<file path="src/rtl/bomb_fuse_controller.sv">
// bomb_fuse_controller
// One bomb slot: takes a place request, snaps the bomb to the tile grid,
// counts the fuse in video frames, runs a timed explosion, then frees the slot.
// Optional macro BOMB_BLINK_EN: blinks bomb_exist during the last quarter of the fuse.
//
// Handshake: placeBomb is a level request sampled on every clock. It is accepted
// only in IDLE, and acceptance is signalled by a one-cycle placeAck pulse in the
// same cycle that bomb_exist first reads 1. There is no back-pressure. A request
// held high across the return to IDLE is accepted again on the first IDLE cycle.
//
// Every output comes straight from a flop. Next values are computed in
// always_comb blocks and registered together, so no input reaches an output
// without passing through a register.
module bomb_fuse_controller #(
  parameter int unsigned FUSE_FRAMES    = 180,
  parameter int unsigned EXPLODE_FRAMES = 30,
  parameter int unsigned TILE_BITS      = 5,
  parameter int unsigned MAX_X          = 608,
  parameter int unsigned MAX_Y          = 448
) (
  input  logic        clk,
  input  logic        reset,
  input  logic        startOfFrame,
  input  logic        placeBomb,
  input  logic        chainHit,
  input  logic [10:0] playerX,
  input  logic [10:0] playerY,
  output logic        bomb_exist,
  output logic        bomb_exploded,
  output logic [10:0] bombTopLeftX,
  output logic [10:0] bombTopLeftY,
  output logic        placeAck,
  output logic        explodeStart,
  output logic [7:0]  fuseLeft,
  output logic [1:0]  dbg_state
);

  localparam logic [1:0] ST_IDLE      = 2'd0;
  localparam logic [1:0] ST_ARMED     = 2'd1;
  localparam logic [1:0] ST_EXPLODING = 2'd2;

  localparam logic [7:0]  FUSE_LOAD    = 8'(FUSE_FRAMES);
  localparam logic [7:0]  EXPLODE_LOAD = 8'(EXPLODE_FRAMES);
  localparam logic [11:0] HALF_TILE    = 12'(1 << (TILE_BITS - 1));
  localparam logic [11:0] LIMIT_X      = 12'(MAX_X);
  localparam logic [11:0] LIMIT_Y      = 12'(MAX_Y);

  logic [1:0]  state, state_n;
  logic [7:0]  count_n;
  logic [10:0] pos_x_n, pos_y_n;
  logic        ack_n, exs_n, exist_n;

  // Round to the nearest tile (add half a tile, drop the low bits), then clamp.
  // The sum is 12 bits wide so a player near X=2047 cannot wrap around to 0.
  function automatic logic [10:0] snap_to_tile(input logic [10:0] p,
                                               input logic [11:0] lim);
    logic [11:0] sum;
    logic [11:0] grid;
    sum  = {1'b0, p} + HALF_TILE;
    grid = (sum >> TILE_BITS) << TILE_BITS;
    if (grid > lim) grid = lim;
    return grid[10:0];
  endfunction

  // Next-state and next-output logic for the slot FSM.
  always_comb begin
    state_n = state;
    count_n = fuseLeft;
    pos_x_n = bombTopLeftX;
    pos_y_n = bombTopLeftY;
    ack_n   = 1'b0;
    exs_n   = 1'b0;
    case (state)
      ST_IDLE: begin
        if (placeBomb) begin
          pos_x_n = snap_to_tile(playerX, LIMIT_X);
          pos_y_n = snap_to_tile(playerY, LIMIT_Y);
          count_n = FUSE_LOAD;
          state_n = ST_ARMED;
          ack_n   = 1'b1;
        end
      end
      ST_ARMED: begin
        // Fuse expiry and chainHit share one branch, so they give one pulse.
        if ((startOfFrame && fuseLeft == 8'd1) || chainHit) begin
          state_n = ST_EXPLODING;
          count_n = EXPLODE_LOAD;
          exs_n   = 1'b1;
        end else if (startOfFrame) begin
          count_n = fuseLeft - 8'd1;
        end
      end
      ST_EXPLODING: begin
        if (startOfFrame) begin
          if (fuseLeft == 8'd1) begin
            state_n = ST_IDLE;
            count_n = 8'd0;
          end else begin
            count_n = fuseLeft - 8'd1;
          end
        end
      end
      default: begin
        state_n = ST_IDLE;
        count_n = 8'd0;
      end
    endcase
  end

`ifdef BOMB_BLINK_EN
  localparam logic [7:0] BLINK_LIMIT = 8'(FUSE_FRAMES / 4);

  logic       blink_tog, blink_tog_n;
  logic [2:0] blink_cnt, blink_cnt_n;

  // Blink phase: flips every 8 frames while armed and restarts on every placement.
  always_comb begin
    blink_tog_n = blink_tog;
    blink_cnt_n = blink_cnt;
    if (state != ST_ARMED) begin
      blink_tog_n = 1'b1;
      blink_cnt_n = 3'd0;
    end else if (state_n == ST_ARMED && startOfFrame) begin
      blink_cnt_n = blink_cnt + 3'd1;
      if (blink_cnt == 3'd7) blink_tog_n = ~blink_tog;
    end
  end

  // Visibility: gated by the blink phase only in the last quarter of the fuse.
  always_comb begin
    exist_n = 1'b0;
    if (state_n == ST_ARMED)
      exist_n = (count_n <= BLINK_LIMIT) ? blink_tog_n : 1'b1;
    else if (state_n == ST_EXPLODING)
      exist_n = 1'b1;
  end

  // Blink phase registers.
  always_ff @(posedge clk) begin
    if (reset) begin
      blink_tog <= 1'b1;
      blink_cnt <= 3'd0;
    end else begin
      blink_tog <= blink_tog_n;
      blink_cnt <= blink_cnt_n;
    end
  end
`else
  // Visibility: the bomb is shown whenever the slot is occupied.
  always_comb begin
    exist_n = (state_n != ST_IDLE);
  end
`endif

  // State and registered outputs.
  always_ff @(posedge clk) begin
    if (reset) begin
      state         <= ST_IDLE;
      fuseLeft      <= 8'd0;
      bombTopLeftX  <= 11'd0;
      bombTopLeftY  <= 11'd0;
      placeAck      <= 1'b0;
      explodeStart  <= 1'b0;
      bomb_exist    <= 1'b0;
      bomb_exploded <= 1'b0;
    end else begin
      state         <= state_n;
      fuseLeft      <= count_n;
      bombTopLeftX  <= pos_x_n;
      bombTopLeftY  <= pos_y_n;
      placeAck      <= ack_n;
      explodeStart  <= exs_n;
      bomb_exist    <= exist_n;
      bomb_exploded <= (state_n == ST_EXPLODING);
    end
  end

  assign dbg_state = state;

endmodule

</file>
<file path="config.mk">
export PLATFORM = sky130hd
export DESIGN_NAME = bomb_fuse_controller
export DESIGN_NICKNAME = d
export VERILOG_FILES = /design/src/rtl/bomb_fuse_controller.sv
export SDC_FILE = /design/constraint.sdc
export NUM_CORES = 1
export LEC_CHECK = 0
export ABC_CLOCK_PERIOD_IN_PS = 3900
export CORE_MARGIN = 10
export CORE_UTILIZATION = 46
export CTS_CLUSTER_SIZE = 8
export DETAILED_ROUTE_END_ITERATION = 12
export PLACE_DENSITY = 0.91
export SKIP_LAST_GASP = 1
export SYNTH_ARGS = -nofsm -noshare
export SYNTH_HDL_FRONTEND = slang
export SYNTH_SLANG_ARGS = --single-unit
</file>
<file path="constraint.sdc">
create_clock -name clk -period 3.9 [get_ports clk]
set_input_delay 0.78 -clock clk [delete_from_list [all_inputs] [get_ports clk]]
set_output_delay 0.78 -clock clk [all_outputs]
set_load 0.01 [all_outputs]
</file>
== After elaboration in Yosys (flattened, before gate mapping) ==
Cells that the tools add are included.
Storage, ports and cells
  register bits after elaboration: 36
  latch bits: 0
  memory bits (writable): 0
  memory bits (read-only): 0
  bits of input ports: 27
  output and inout port bits: 36
  word-level logic and storage cells: 45
  memories kept: 0
Cells by class
  add/subtract/negate cells: 3
  $mul: 0
  divide/modulo/power cells: 0
  order comparisons: 2
  equality and inequality tests: 7
  shift-type cells: 0
  mux-type cells: 15
  bitwise gates (word level): 2
  reductions and logical operators: 8
Operators with widths (number)
  2-to-1 mux 8 bit: 5
  adder 11 x 5 -> 12 bit (second input constant): 2
  case mux 8 bit (3 select lines): 1
  2-to-1 mux 11 bit: 2
  greater-than comparator 12 x 10 -> 1 bit (second input constant): 1
  greater-than comparator 12 x 9 -> 1 bit (second input constant): 1
  equality test 8 x 1 -> 1 bit (second input constant): 1
  2-to-1 mux 2 bit: 4
  subtractor 8 x 1 -> 8 bit (second input constant): 1
  case mux 2 bit (3 select lines): 1
  equality test 2 bit (second input constant): 2
  != test 2 bit (second input constant): 2
  OR reduction 2 bit: 2
  != test 3 bit (second input constant): 1
  AND reduction 3 bit: 1
  equality test 2 x 1 -> 1 bit (second input constant): 1
  logical NOT 2 bit: 1
  2-to-1 mux 1 bit: 2
  NOT 1 bit: 2
  AND reduction 2 bit: 1
  nonzero test 2 bit: 1
  logical AND 1 bit: 1
  logical OR 1 bit: 1

== Logic depth before layout (Yosys ltp) ==
  depth in word-level cells: 6
  gate-level depth with buffers: 8
  mapped depth without buffers: 7

== Worst setup path before layout ==
No wires, ideal clock.
  kind: in2reg
  start: in playerX[4]
  end: reg bombTopLeftX[8]
  setup time: 0.128 ns
  arrival time: 1.849 ns
  data required time: 3.772 ns
  setup slack: 1.924 ns
  stages on the path: 5
  buffers on the path: 0
  cell sequence: ha_1 or4_1 o211a_2 a22oi_1 nor2_1
On the way
  word-level cells in the longest chain between the ends: 3
RTL lines
  start: declaration: RTL line 26  | input logic [10:0] playerX,
  adder 11 x 5 -> 12 bit (*): RTL line 59  | sum = {1'b0, p} + HALF_TILE;
  greater-than comparator 12 x 10 -> 1 bit: RTL line 61  | if (grid > lim) grid = lim;
  2-to-1 mux 11 bit (*): RTL line 61
  end signal: assignment: RTL line 169  | bombTopLeftX <= pos_x_n;
  end: declaration: RTL line 30  | output logic [10:0] bombTopLeftX,
Mark *: on every way between the ends. The rest lies on a longest branch, timed or not.
A chain may end at the register's enable or synchronous reset.

== Worst setup path in the final report ==
  start: reg state[0] (netlist: dbg_state[0])
  end: out dbg_state[0]
RTL lines
  start: declaration: RTL line 48  | logic [1:0] state, state_n;
  start signal: assignment: RTL line 167  | state <= state_n;
  end: declaration: RTL line 35  | output logic [1:0] dbg_state
No word-level cell between the ends.

==> summary.txt <==
Reg2reg end: fuseLeft[4]
Period utilization: 59.8%
CTS Root Cell: clkbuf_4
Crit Path Category: flip-flop to primary output
Crit path launch type: flip-flop
Vias in the first global route: 1333
Yosys warns: 0
Met3 wire length: 330 µm
Setup ws final: 1.57 ns
Fmax: 429 MHz
Outcome: finished clean
Cells after synthesis: 181
DR vias: 1400
Nets@finish: 254
Clock Latency Late Sink: 0.32 ns
Post-route ant nets: 0
Antenna violations before repair: 0
H-tree depth: 1
Die height: 77.9 µm
VDD IR max: 0.119 mV
CTS tree: done
IO buf count: 44
Mapped Area: 0.00154 mm²
DR WL met2: 1.80 mm
Max Used Layer: met4
Router iterations before antenna repair: 5
Slowest cell on crit path: clkdlybuf4s50_1
Post-synth EDFFs: 0
DR iter-0 viols: 120
Slowest stage delay, CP: 0.63 ns
RSZ-0062 raised after global routing: false
Reg2reg start: fuseLeft[1]
CP startpoint: dbg_state[0]
FP Rows: 20
Final setup fails: 0
Seq/Total Area, Yosys: 33.8%
Crit-path cells: clkdlybuf4s50_1
Area after DPL: 0.00195 mm²
CTS buffer count: 3
Int Pwr: 0.417 mW
Clock buffer depth: 2
Reg2reg setup slack: 1.99 ns
Fin Clk Skew: 0.00832 ns
Worst slew margin: 36.7%
CORE AREA: 0.00313 mm²
Routed length per instance: 13.6 µm
Delay-heaviest family, CP: buffers and inverters
CP Max Fanout: 15
Period minus WS final: 2.33 ns
P_leak: 0.721 nW
Vias per cell: 5.28
Share of cells above drive strength 1: 8.14%
Post-CTS Resized: 0
Fin area: 0.00198 mm²
Slew Limit Fails: 0
Reg clk slew, reported paths: 0.13 ns
Crit path to: dbg_state[0]
Count of cell types in the netlist: 50
Initial Utilization: 49.2%
Clock Sinks: 26
DRC: 0
Inserted Diodes: 0
Stages on worst setup path: 1
GRT Residual Overflow: 0
Worst EP arrival: 1.55 ns
Synth Flop Type: dfxtp_1
Num ports: 63
Post-CTS Setup Bufs: 0
DP HPWL: 2.85 mm
Chip Width: 77.9 µm
Logic pwr share: 30.9%
Worst-Margin Slew: 0.946 ns
Clock share of power: 18.5%
WL met1: 1.46 mm
GRT Total Usage: 11.4%
Place WS: 1.31 ns
Worst Path Required: 3.12 ns
Total Die Area: 0.00606 mm²
PwrDens: 310 mW/mm²
Max Cap Viol: 0
Start point of the worst hold path: bombTopLeftY[5]
Layout area overhead: 28.3%
Final Hold Vio Count: 0
Hold Crit Class: flip-flop to flip-flop
Worst R2R Path Depth: 7
Sequential power share: 50.6%
Routed WL: 3.61 mm
Setup_tns: 0 ns
Yosys reg bits: 26
Gp weighted congestion: 0.892
Sw frac: 31.8%
Largest net degree at the start of global routing: 25
Synthesized area per cell: 8.51 µm²
Hold_buf cts: 0
Psw: 0.195 mW
Post-synth ARST share: 0%
First-pass GRT wire length: 5.96 mm
WP buf/inv: 1
Endpoint type of the worst setup path: primary output
## layer usage
metal,track usage [%],vias up
met4,2.74,0
met5,0,-
li1,-,711
met1,12.7,628
met3,4.15,4
met2,20.2,57
## metrics by stage
stage	power [mW]	hold slack [ns]	instances	util [%]
floorplan	0.428	0.481	190	-
global placement	0.499	0.444	262	62.4
detailed placement	0.504	0.445	262	62.4
CTS	0.616	0.467	265	63.2
global route	0.648	0.485	265	63.2
finish	0.612	0.463	265	63.2
## cell families (layout without fill, tap and decap cells)
| group | count (synthesis) | count (layout) | share of synthesized area [%] |
|---|---|---|---|
| AO/OA/AOI/OAI | 47 | 47 | 21.8 |
| XOR/XNOR | 8 | 8 | 4.55 |
| adder cells (fa/ha/maj) | 4 | 4 | 3.25 |
| buffers and inverters | 21 | 52 | 9.02 |
| flip-flops | 26 | 26 | 33.8 |
| multiplexers | 3 | 3 | 1.95 |
| other | 1 | 10 | 0.243 |
| AND/OR/NAND/NOR | 71 | 71 | 25.4 |
## final cells by class
| class | instances | area, µm² |
|---|---|---|
| fillers | 283 | 1150 |
| multi-input cells | 143 | 915 |
| flip-flops and latches | 26 | 520 |
| repair buffers | 45 | 448 |
| well taps | 44 | 55.1 |
| clock buffers | 3 | 22.5 |
| inverters | 4 | 15.0 |
## worst min path at each step
stage	endpoint	slack, ns	cells after the start
detailed placement	bombTopLeftX[10]	0.44	1
global placement	bombTopLeftY[10]	0.44	1
finish	bombTopLeftY[5]	0.46	2
global route	bombTopLeftY[5]	0.48	2
CTS	bombTopLeftY[5]	0.47	2
floorplan	bombTopLeftY[5]	0.48	2
## synthesized netlist by cell type, types with 2 or more instances
cell type / instances / area (µm²)
nor3_1: 2 / 10.0
nand2_1: 18 / 67.6
a31oi_1: 3 / 18.8
ha_1: 4 / 50.1
inv_1: 4 / 15.0
and3_1: 2 / 12.5
nor2_1: 18 / 67.6
a211oi_2: 3 / 37.5
nand2b_1: 3 / 18.8
mux2i_1: 3 / 30.0
dfxtp_1: 26 / 521
a21oi_1: 13 / 65.1
o31ai_1: 4 / 30.0
a311oi_1: 3 / 26.3
clkbuf_1: 3 / 11.3
xnor2_1: 5 / 43.8
o21a_1: 2 / 15.0
nor3_2: 2 / 20.0
nand3_1: 5 / 25.0
and2_1: 4 / 25.0
a22oi_1: 2 / 15.0
xor2_1: 3 / 26.3
nor3b_1: 5 / 37.5
o21ai_0: 8 / 40.0
buf_4: 11 / 82.6
## layout by cell type, fill, tap and decap left out, types with 2 or more instances in the layout
cell type | netlist | layout
clkdlybuf4s50_1 | 0 | 44
dfxtp_1 | 26 | 26
nor2_1 | 18 | 18
nand2_1 | 18 | 18
a21oi_1 | 13 | 13
conb_1 | 1 | 10
o21ai_0 | 8 | 8
nor3b_1 | 5 | 5
nand3_1 | 5 | 5
xnor2_1 | 5 | 5
inv_1 | 4 | 4
and2_1 | 4 | 4
o31ai_1 | 4 | 4
ha_1 | 4 | 4
xor2_1 | 3 | 3
mux2i_1 | 3 | 3
a311oi_1 | 3 | 3
a31oi_1 | 3 | 3
nand2b_1 | 3 | 3
a211oi_2 | 3 | 3
clkbuf_4 | 0 | 3
and3_1 | 2 | 2
nor3_2 | 2 | 2
o21a_1 | 2 | 2
nor3_1 | 2 | 2
a22oi_1 | 2 | 2
## sequential cells by signal (all words and copies together) (netlist names)
name / cells
bomb_exist: 1
placeAck: 1
bomb_exploded: 1
dbg_state: 2
fuseLeft: 8
bombTopLeftX: 6
bombTopLeftY: 6
explodeStart: 1
## power by group through the flow
stage / logic (mW) / registers (mW) / clock network, mW
after floorplan: 0.110 / 0.318 / 0
after global placement: 0.185 / 0.314 / 0
after detailed placement: 0.189 / 0.315 / 0
after CTS: 0.190 / 0.309 / 0.117
after global routing: 0.209 / 0.313 / 0.125
final: 0.189 / 0.310 / 0.113
Note: power is estimated with default switching activity, not from simulation.
